--- config.mk ---
export PLATFORM = sky130hd
export DESIGN_NAME = pcm_dc_block
export DESIGN_NICKNAME = d
export VERILOG_FILES = /design/src/rtl/pcm_pkg.sv /design/src/rtl/pcm_edge_sync.sv /design/src/rtl/pcm_dc_block.sv
export SDC_FILE = /design/constraint.sdc
export NUM_CORES = 1
export LEC_CHECK = 0
export CORE_ASPECT_RATIO = 0.75
export CORE_MARGIN = 1.5
export CORE_UTILIZATION = 30
export DETAILED_ROUTE_END_ITERATION = 10
export HOLD_SLACK_MARGIN = 0.12
export SYNTH_ARGS = -nofsm -noshare
export SYNTH_HDL_FRONTEND = slang
export SYNTH_SLANG_ARGS = --single-unit
--- constraint.sdc ---
create_clock -name clk -period 2.9 [get_ports clk]
set_input_delay 0.725 -clock clk [delete_from_list [all_inputs] [get_ports clk]]
set_output_delay 0.725 -clock clk [all_outputs]
set_load 0.05 [all_outputs]
--- src/rtl/pcm_pkg.sv ---
// rtl/pcm_pkg.sv - shared PCM constants, DC-block FSM states and saturation helper
//
// Purpose: common definitions for the PCM back-end (DC blocker, serializer).
//   PCM_W      default PCM sample width
//   DC_K       default DC-block pole shift (alpha = 1 - 2^-K)
//   dc_state_t DC-block sequencing states
//   sat_w      clamp a signed 64-bit value to a signed w-bit range
package pcm_pkg;

  localparam int PCM_W = 16;
  localparam int DC_K  = 4;

  typedef enum logic [1:0] {
    IDLE,
    DIFF,
    ACC,
    OUT
  } dc_state_t;

  // Result is still 64 bits wide; the caller truncates to w bits, which is
  // lossless once the value has been clamped.
  function automatic logic signed [63:0] sat_w(input logic signed [63:0] v, input int w);
    logic signed [63:0] hi;
    logic signed [63:0] lo;
    hi = (64'sd1 <<< (w - 1)) - 64'sd1;
    lo = -(64'sd1 <<< (w - 1));
    if (v > hi) return hi;
    if (v < lo) return lo;
    return v;
  endfunction

endpackage

--- src/rtl/pcm_edge_sync.sv ---
// rtl/pcm_edge_sync.sv - 2-FF synchronizer with rising-edge strobe
//
// Purpose: bring an asynchronous clock-like signal into the clk domain and
// emit one clk-wide pulse per rising edge.
// Ports:
//   clk      system clock
//   reset    synchronous active-high reset (clears all stages)
//   async_in asynchronous input
//   strobe   one-cycle pulse, high while sync2 & ~sync3
module pcm_edge_sync (
  input  logic clk,
  input  logic reset,
  input  logic async_in,
  output logic strobe
);

  logic sync1;
  logic sync2;
  logic sync3;

  always_ff @(posedge clk) begin
    if (reset) begin
      sync1 <= 1'b0;
      sync2 <= 1'b0;
      sync3 <= 1'b0;
    end else begin
      sync1 <= async_in;
      sync2 <= sync1;
      sync3 <= sync2;
    end
  end

  // sync3 is the edge-detect history register, not a metastability stage.
  assign strobe = sync2 & ~sync3;

endmodule

--- src/rtl/pcm_dc_block.sv ---
// rtl/pcm_dc_block.sv - shift-only first-order DC-blocking high-pass with valid/ready output
//
// Purpose: samples the decimator PCM word on each clk_pcm rising edge and
// computes y[n] = x[n] - x[n-1] + (1 - 2^-K) * y[n-1], presenting y on a
// valid/ready interface.
// Configuration macro: PCM_DC_BLOCK_SAT_EN
//   defined   -> output clamps to the signed W-bit range
//   undefined -> output is the low W bits (two's-complement wrap)
// Ports:
//   clk        system clock
//   reset      synchronous active-high reset
//   clk_pcm    decimator output-rate clock (asynchronous to clk)
//   din        signed PCM input, stable >= 4 clk after each clk_pcm rise
//   dout       signed filtered sample
//   dout_valid dout holds an unconsumed sample
//   dout_ready consumer accepts dout when dout_valid && dout_ready
//   overrun    sticky: a new sample replaced an unconsumed one
module pcm_dc_block
  import pcm_pkg::*;
#(
  parameter int W = PCM_W,
  parameter int K = DC_K
) (
  input  logic                clk,
  input  logic                reset,
  input  logic                clk_pcm,
  input  logic signed [W-1:0] din,
  output logic signed [W-1:0] dout,
  output logic                dout_valid,
  input  logic                dout_ready,
  output logic                overrun
);

  // acc holds y scaled by 2^K, plus headroom for the full-scale difference.
  localparam int ACC_W = W + K + 2;

  logic                    strobe;
  dc_state_t               state;
  logic signed [W-1:0]     x;
  logic signed [W-1:0]     x_prev;
  logic signed [W:0]       d;
  logic signed [ACC_W-1:0] acc;
  logic signed [ACC_W-1:0] d_ext;
  logic signed [ACC_W-1:0] acc_next;
  logic signed [W-1:0]     dout_w;

  pcm_edge_sync u_sync (
    .clk      (clk),
    .reset    (reset),
    .async_in (clk_pcm),
    .strobe   (strobe)
  );

  assign d_ext    = {{(ACC_W-W-1){d[W]}}, d};
  assign acc_next = acc - (acc >>> K) + (d_ext <<< K);

  // acc already holds the updated value by the time the FSM reaches OUT.
`ifdef PCM_DC_BLOCK_SAT_EN
  assign dout_w = W'(sat_w($signed({{(64-ACC_W){acc[ACC_W-1]}}, acc}) >>> K, W));
`else
  assign dout_w = acc[K+W-1:K];
`endif

  always_ff @(posedge clk) begin
    if (reset) begin
      state      <= IDLE;
      x          <= '0;
      x_prev     <= '0;
      d          <= '0;
      acc        <= '0;
      dout       <= '0;
      dout_valid <= 1'b0;
      overrun    <= 1'b0;
    end else begin
      if (dout_valid && dout_ready) dout_valid <= 1'b0;

      // A strobe outside IDLE is silently dropped.
      case (state)
        IDLE: begin
          if (strobe) begin
            x     <= din;
            state <= DIFF;
          end
        end
        DIFF: begin
          d      <= {x[W-1], x} - {x_prev[W-1], x_prev};
          x_prev <= x;
          state  <= ACC;
        end
        ACC: begin
          acc   <= acc_next;
          state <= OUT;
        end
        OUT: begin
          dout       <= dout_w;
          dout_valid <= 1'b1;
          if (dout_valid && !dout_ready) overrun <= 1'b1;
          state      <= IDLE;
        end
        default: state <= IDLE;
      endcase
    end
  end

endmodule

# Word-level counts from Yosys, hierarchy flattened

Index checks and enable logic that the tools add are counted.

Equality and inequality tests: 4
Add/subtract/negate cells: 3
Bitwise operators: 2
Multiplexer cells: 4
Reduce and logical (&&, ||, !) cells: 7

Operators by type and width:

| cell               | count |
|---|---|
| $add 22x21->22     | 1 |
| $sub 22x18->22     | 1 |
| $sub 16x16->17     | 1 |
| $pmux 2 s4         | 1 |
| $eq 2x2->1 const B | 2 |
| $reduce_and 2->1   | 2 |
| $eq 2x1->1 const B | 1 |
| $logic_and 1x1->1  | 2 |
| $logic_not 2->1    | 1 |
| $mux 1             | 2 |
| $mux 2             | 1 |
| $ne 2x2->1 const B | 1 |
| $reduce_bool 2->1  | 1 |
| $and 1x1->1        | 1 |
| $logic_not 1->1    | 1 |
| $not 1->1          | 1 |

Logic and storage cells: 31
Bits of input ports: 20
Flip-flop bits (word level): 94

# Longest topological paths before layout

Word-level depth: 4
Depth in mapped cells: 11
Depth with buffers taken out: 11

# Hierarchy

Synthesis repeated with hierarchy kept, for this count alone.

Cells, all modules: 685
Area total of the unflattened synthesis: 5,788.1 µm²

By module, submodules not included:

| module        | area an instance (µm²) | seq. area each (µm²) | times used | cells each |
|---|---|---|---|---|
| pcm_dc_block  | 5,700.5                | 1,821.7              | 1          | 678 |
| pcm_edge_sync | 87.6                   | 60.1                 | 1          | 7 |

# Least setup slack after synthesis

No wires, ideal clock.

Path type: reg2reg
From: reg acc[14]
To: reg acc[21]
Library setup time: 62 ps
Path buffers: 1
Arrival: 2,584 ps
Cell stages (with the launch flop): 12
Path slack: 254 ps
Cells stage by stage: dfxtp_1 -> inv_1 -> fa_1 -> inv_1 -> ha_1 -> clkbuf_1 -> a211oi_1 -> o211ai_1 -> a221oi_1 -> nand4_1 -> mux2_2 -> nand3_1

Word-level cells in the longest chain between the ends: 2

RTL lines:

| what                     | line               | RTL |
|---|---|---|
| start: declaration       | pcm_dc_block.sv:42 | `logic signed [ACC_W-1:0] acc;` |
| start signal: assignment | pcm_dc_block.sv:91 | `acc <= acc_next;` |
| $sub 22x18->22           | pcm_dc_block.sv:55 | `assign acc_next = acc - (acc >>> K) + (d_ext <<< K);` |
| $add 22x21->22           | pcm_dc_block.sv:55 |  |

No other way between the ends.
A chain may end at the register's enable or synchronous reset.

# Final worst setup path

From: reg acc[7]
To: reg acc[21]

Same word-level chain as after synthesis.

==> flow_metrics.tcl <==
set metrics [dict create \
    reg2reg_slack_ps 130 \
    synth_area_per_cell_um2 8.24 \
    critPathBufInv 2 \
    antenna_cells 0 \
    cp-start-kind "flop" \
    grt_usage 0.149 \
    synth_area_leaders "dfxtp_1, ha_1, mux2i_1" \
    finalHoldViolCount 0 \
    path_cells "inv_1, fa_1, inv_1, ha_1, a21o_1, a221oi_4, o211ai_1, nand3_1, mux2_2, nand3_1" \
    wl_per_cell_um 14.4 \
    initial_utilization 0.305 \
    slew-limit-headroom 0.526 \
    root_buffer "clkbuf_16" \
    final_cells 1006 \
    fp.dieW_um 165 \
    vias_per_cell 4.91 \
    worst-endpoint-arrival_ps 3050 \
    worstMarginPinSlew_ps 708 \
    cts_buffer_depth 2 \
    path_clk_slew_ps 70 \
    cts_tree "done" \
    synthTopCellsByCount "dfxtp_1, inv_1, nor2_1" \
    drive_above_1_share 0.0717 \
    required_ps 3190 \
    cts_buffers 9 \
    n_fill_cell 2025 \
    place_hpwl_um 10500 \
    grt_pass1_wl_um 24100 \
    routed-via-count 4941 \
    synth-warning-count 0 \
    holdBufCountCts 0 \
    cts_max_level 3 \
    timing.fmax_ghz 0.361 \
    synth_cell_types 55 \
    antenna_found_initial 0 \
    final_nets 833 \
    multi_input_area_mm2 0.00364 \
    layout_worst_path_cycle_share 0.954 \
    syn_area_mm2 0.00588 \
    numPortBuffers 37 \
    cpLargestDelayFamily "adder cells" \
    row_count 44 \
    worstSetupPathType "flop to flop" \
    grt_pass1_vias 4687 \
    yosysSeqAreaShare 0.320 \
    synth_ff_type "dfxtp_1" \
    postSynth.asyncResetShare 0 \
    finalSetupViolations 0 \
    die-height_um 124 \
    syn_nets 799 \
    yosysTopAreaCellShare 0.320 \
    syn_inst 714 \
    synth_largest_area_cell "dfxtp_1" \
    fin_worst_skew_ps 7.19 \
    min_period_ps 2770 \
    gp_congestion 0.870 \
    ys_seq_elements 94 \
    io_pins 38 \
    insertion_delay_ps 350 \
    overflow 0 \
    syn2layout_area_growth_pct 18.6 \
    dieArea_mm2 0.0205 \
    area.sequential_mm2 0.00188 \
    slowest_stage "fa_1" \
    dr.pass1.iters 5 \
    grt_max_degree 110 \
    drt.antenna.violating_nets 0 \
    design.core.area_mm2 0.0193 \
    clock_sinks 94 \
    fin_util 0.362 \
    status "complete, no violations" \
    drv_slew 0 \
    hp-class "flop to flop" \
    wirelength_um 14500 \
    synth_edf_count 0 \
    yosysMostFrequentCell "dfxtp_1" \
    cpPeakStageDelay_ps 520 \
    drc 0 \
    placed_cells 990 \
    worst-path-max-fanout 5 \
    critPathCaptureType "flop" \
    drv_cap 0 \
    drt_iter0_drc 263 \
]
registers in the layout, indices dropped and copies added (netlist names):
register	count
acc	22
d	17
dout	16
dout_valid	1
overrun	1
state	2
u_sync.sync1	1
u_sync.sync2	1
u_sync.sync3	1
x	16
x_prev	16
final cells by class:
class                   instances  area share
multi-input cells             496       0.521
flip-flops and latches         94       0.270
repair buffers                 53      0.0717
inverters                      94      0.0505
well taps                     253      0.0453
clock buffers                  10      0.0328
clock inverters                 6     0.00842
worst paths after layout:
check | start | to | cells past startpoint
worst min register to register | u_sync.sync1$_SDFF_PP0_ | u_sync.sync2$_SDFF_PP0_ | 1
worst min-delay path | u_sync.sync1$_SDFF_PP0_ | u_sync.sync2$_SDFF_PP0_ | 1
worst max register to register | acc[7]$_SDFFE_PP0P_ | acc[21]$_SDFFE_PP0P_ | 10
worst max-delay path | acc[7]$_SDFFE_PP0P_ | acc[21]$_SDFFE_PP0P_ | 10
cell families (layout without fill, tap and decap cells):
logic type               count (synthesis)  in the layout  share of synthesized area
flip-flops                              94             94                      0.320
multiplexers                            43             43                     0.0734
AND/OR/NAND/NOR                        215            215                      0.171
buffers and inverters                  124            163                     0.0793
adder cells (fa/ha/maj)                 65             65                      0.162
XOR/XNOR                                 8              8                     0.0119
AO/OA/AOI/OAI                          165            165                      0.182
routing by layer:
layer  routed length (um)  GRT usage  vias up
met3                  827     0.0353       10
met4                  109     0.0318        0
met1                 7840      0.232     2267
li1                     -          -     2540
met2                 5730      0.204      124
met5                    0          0        -
worst reg2reg max path: stages, from the launching register on:
cell and delay, ps:
dfxtp_1 360, inv_1 120, fa_1 520, inv_1 40, ha_1 300, a21o_1 250
a221oi_4 270, o211ai_1 220, nand3_1 200, mux2_2 350, nand3_1 70
timing repair:
item / 4_1_cts / 5_1_grt
endpoints found under the hold margin: 0 / 0
buffers inserted: 0 / 0
setup endpoints to repair: 0 / 7
gates resized for setup: 0 / 18
placed cells by master (no fill, tap or decap), types with 3 or more instances in the layout:
| cell type | count |
|---|---|
| o2111ai_1 | 3 |
| a211oi_1 | 10 |
| ha_4 | 3 |
| nand3b_1 | 4 |
| nor2_1 | 68 |
| nand4_1 | 11 |
| inv_8 | 3 |
| ha_1 | 43 |
| a21oi_1 | 51 |
| a21o_1 | 15 |
| xor2_1 | 4 |
| o311ai_0 | 7 |
| o21a_1 | 9 |
| nand2b_1 | 5 |
| inv_1 | 93 |
| xnor2_1 | 4 |
| clkbuf_16 | 9 |
| and3_1 | 10 |
| fa_1 | 19 |
| a31oi_1 | 4 |
| o21bai_1 | 3 |
| mux2i_1 | 42 |
| nand3_1 | 9 |
| nor3_1 | 20 |
| dfxtp_1 | 93 |
| buf_4 | 16 |
| a21oi_2 | 3 |
| o31a_1 | 3 |
| or4_1 | 6 |
| o31ai_1 | 4 |
| or3_1 | 4 |
| nor2b_1 | 7 |
| o211ai_1 | 3 |
| nand2_1 | 61 |
| o21ai_0 | 29 |
| clkdlybuf4s50_1 | 36 |
per-stage QoR:
stage                     setup TNS [ps]  area, um^2  setup WS, ps  hold WS, ps
after floorplan                        0        5880           254          414
after global placement                 0        6590           165          453
after detailed placement               0        6590          46.3          452
after CTS                              0        6880          9.90          463
after global routing               -23.3        6980         -23.3          472
final                                  0        6980           133          460
Power is not shown: default switching activity piles up to over one toggle a cycle in this logic, so the estimate is an artifact.
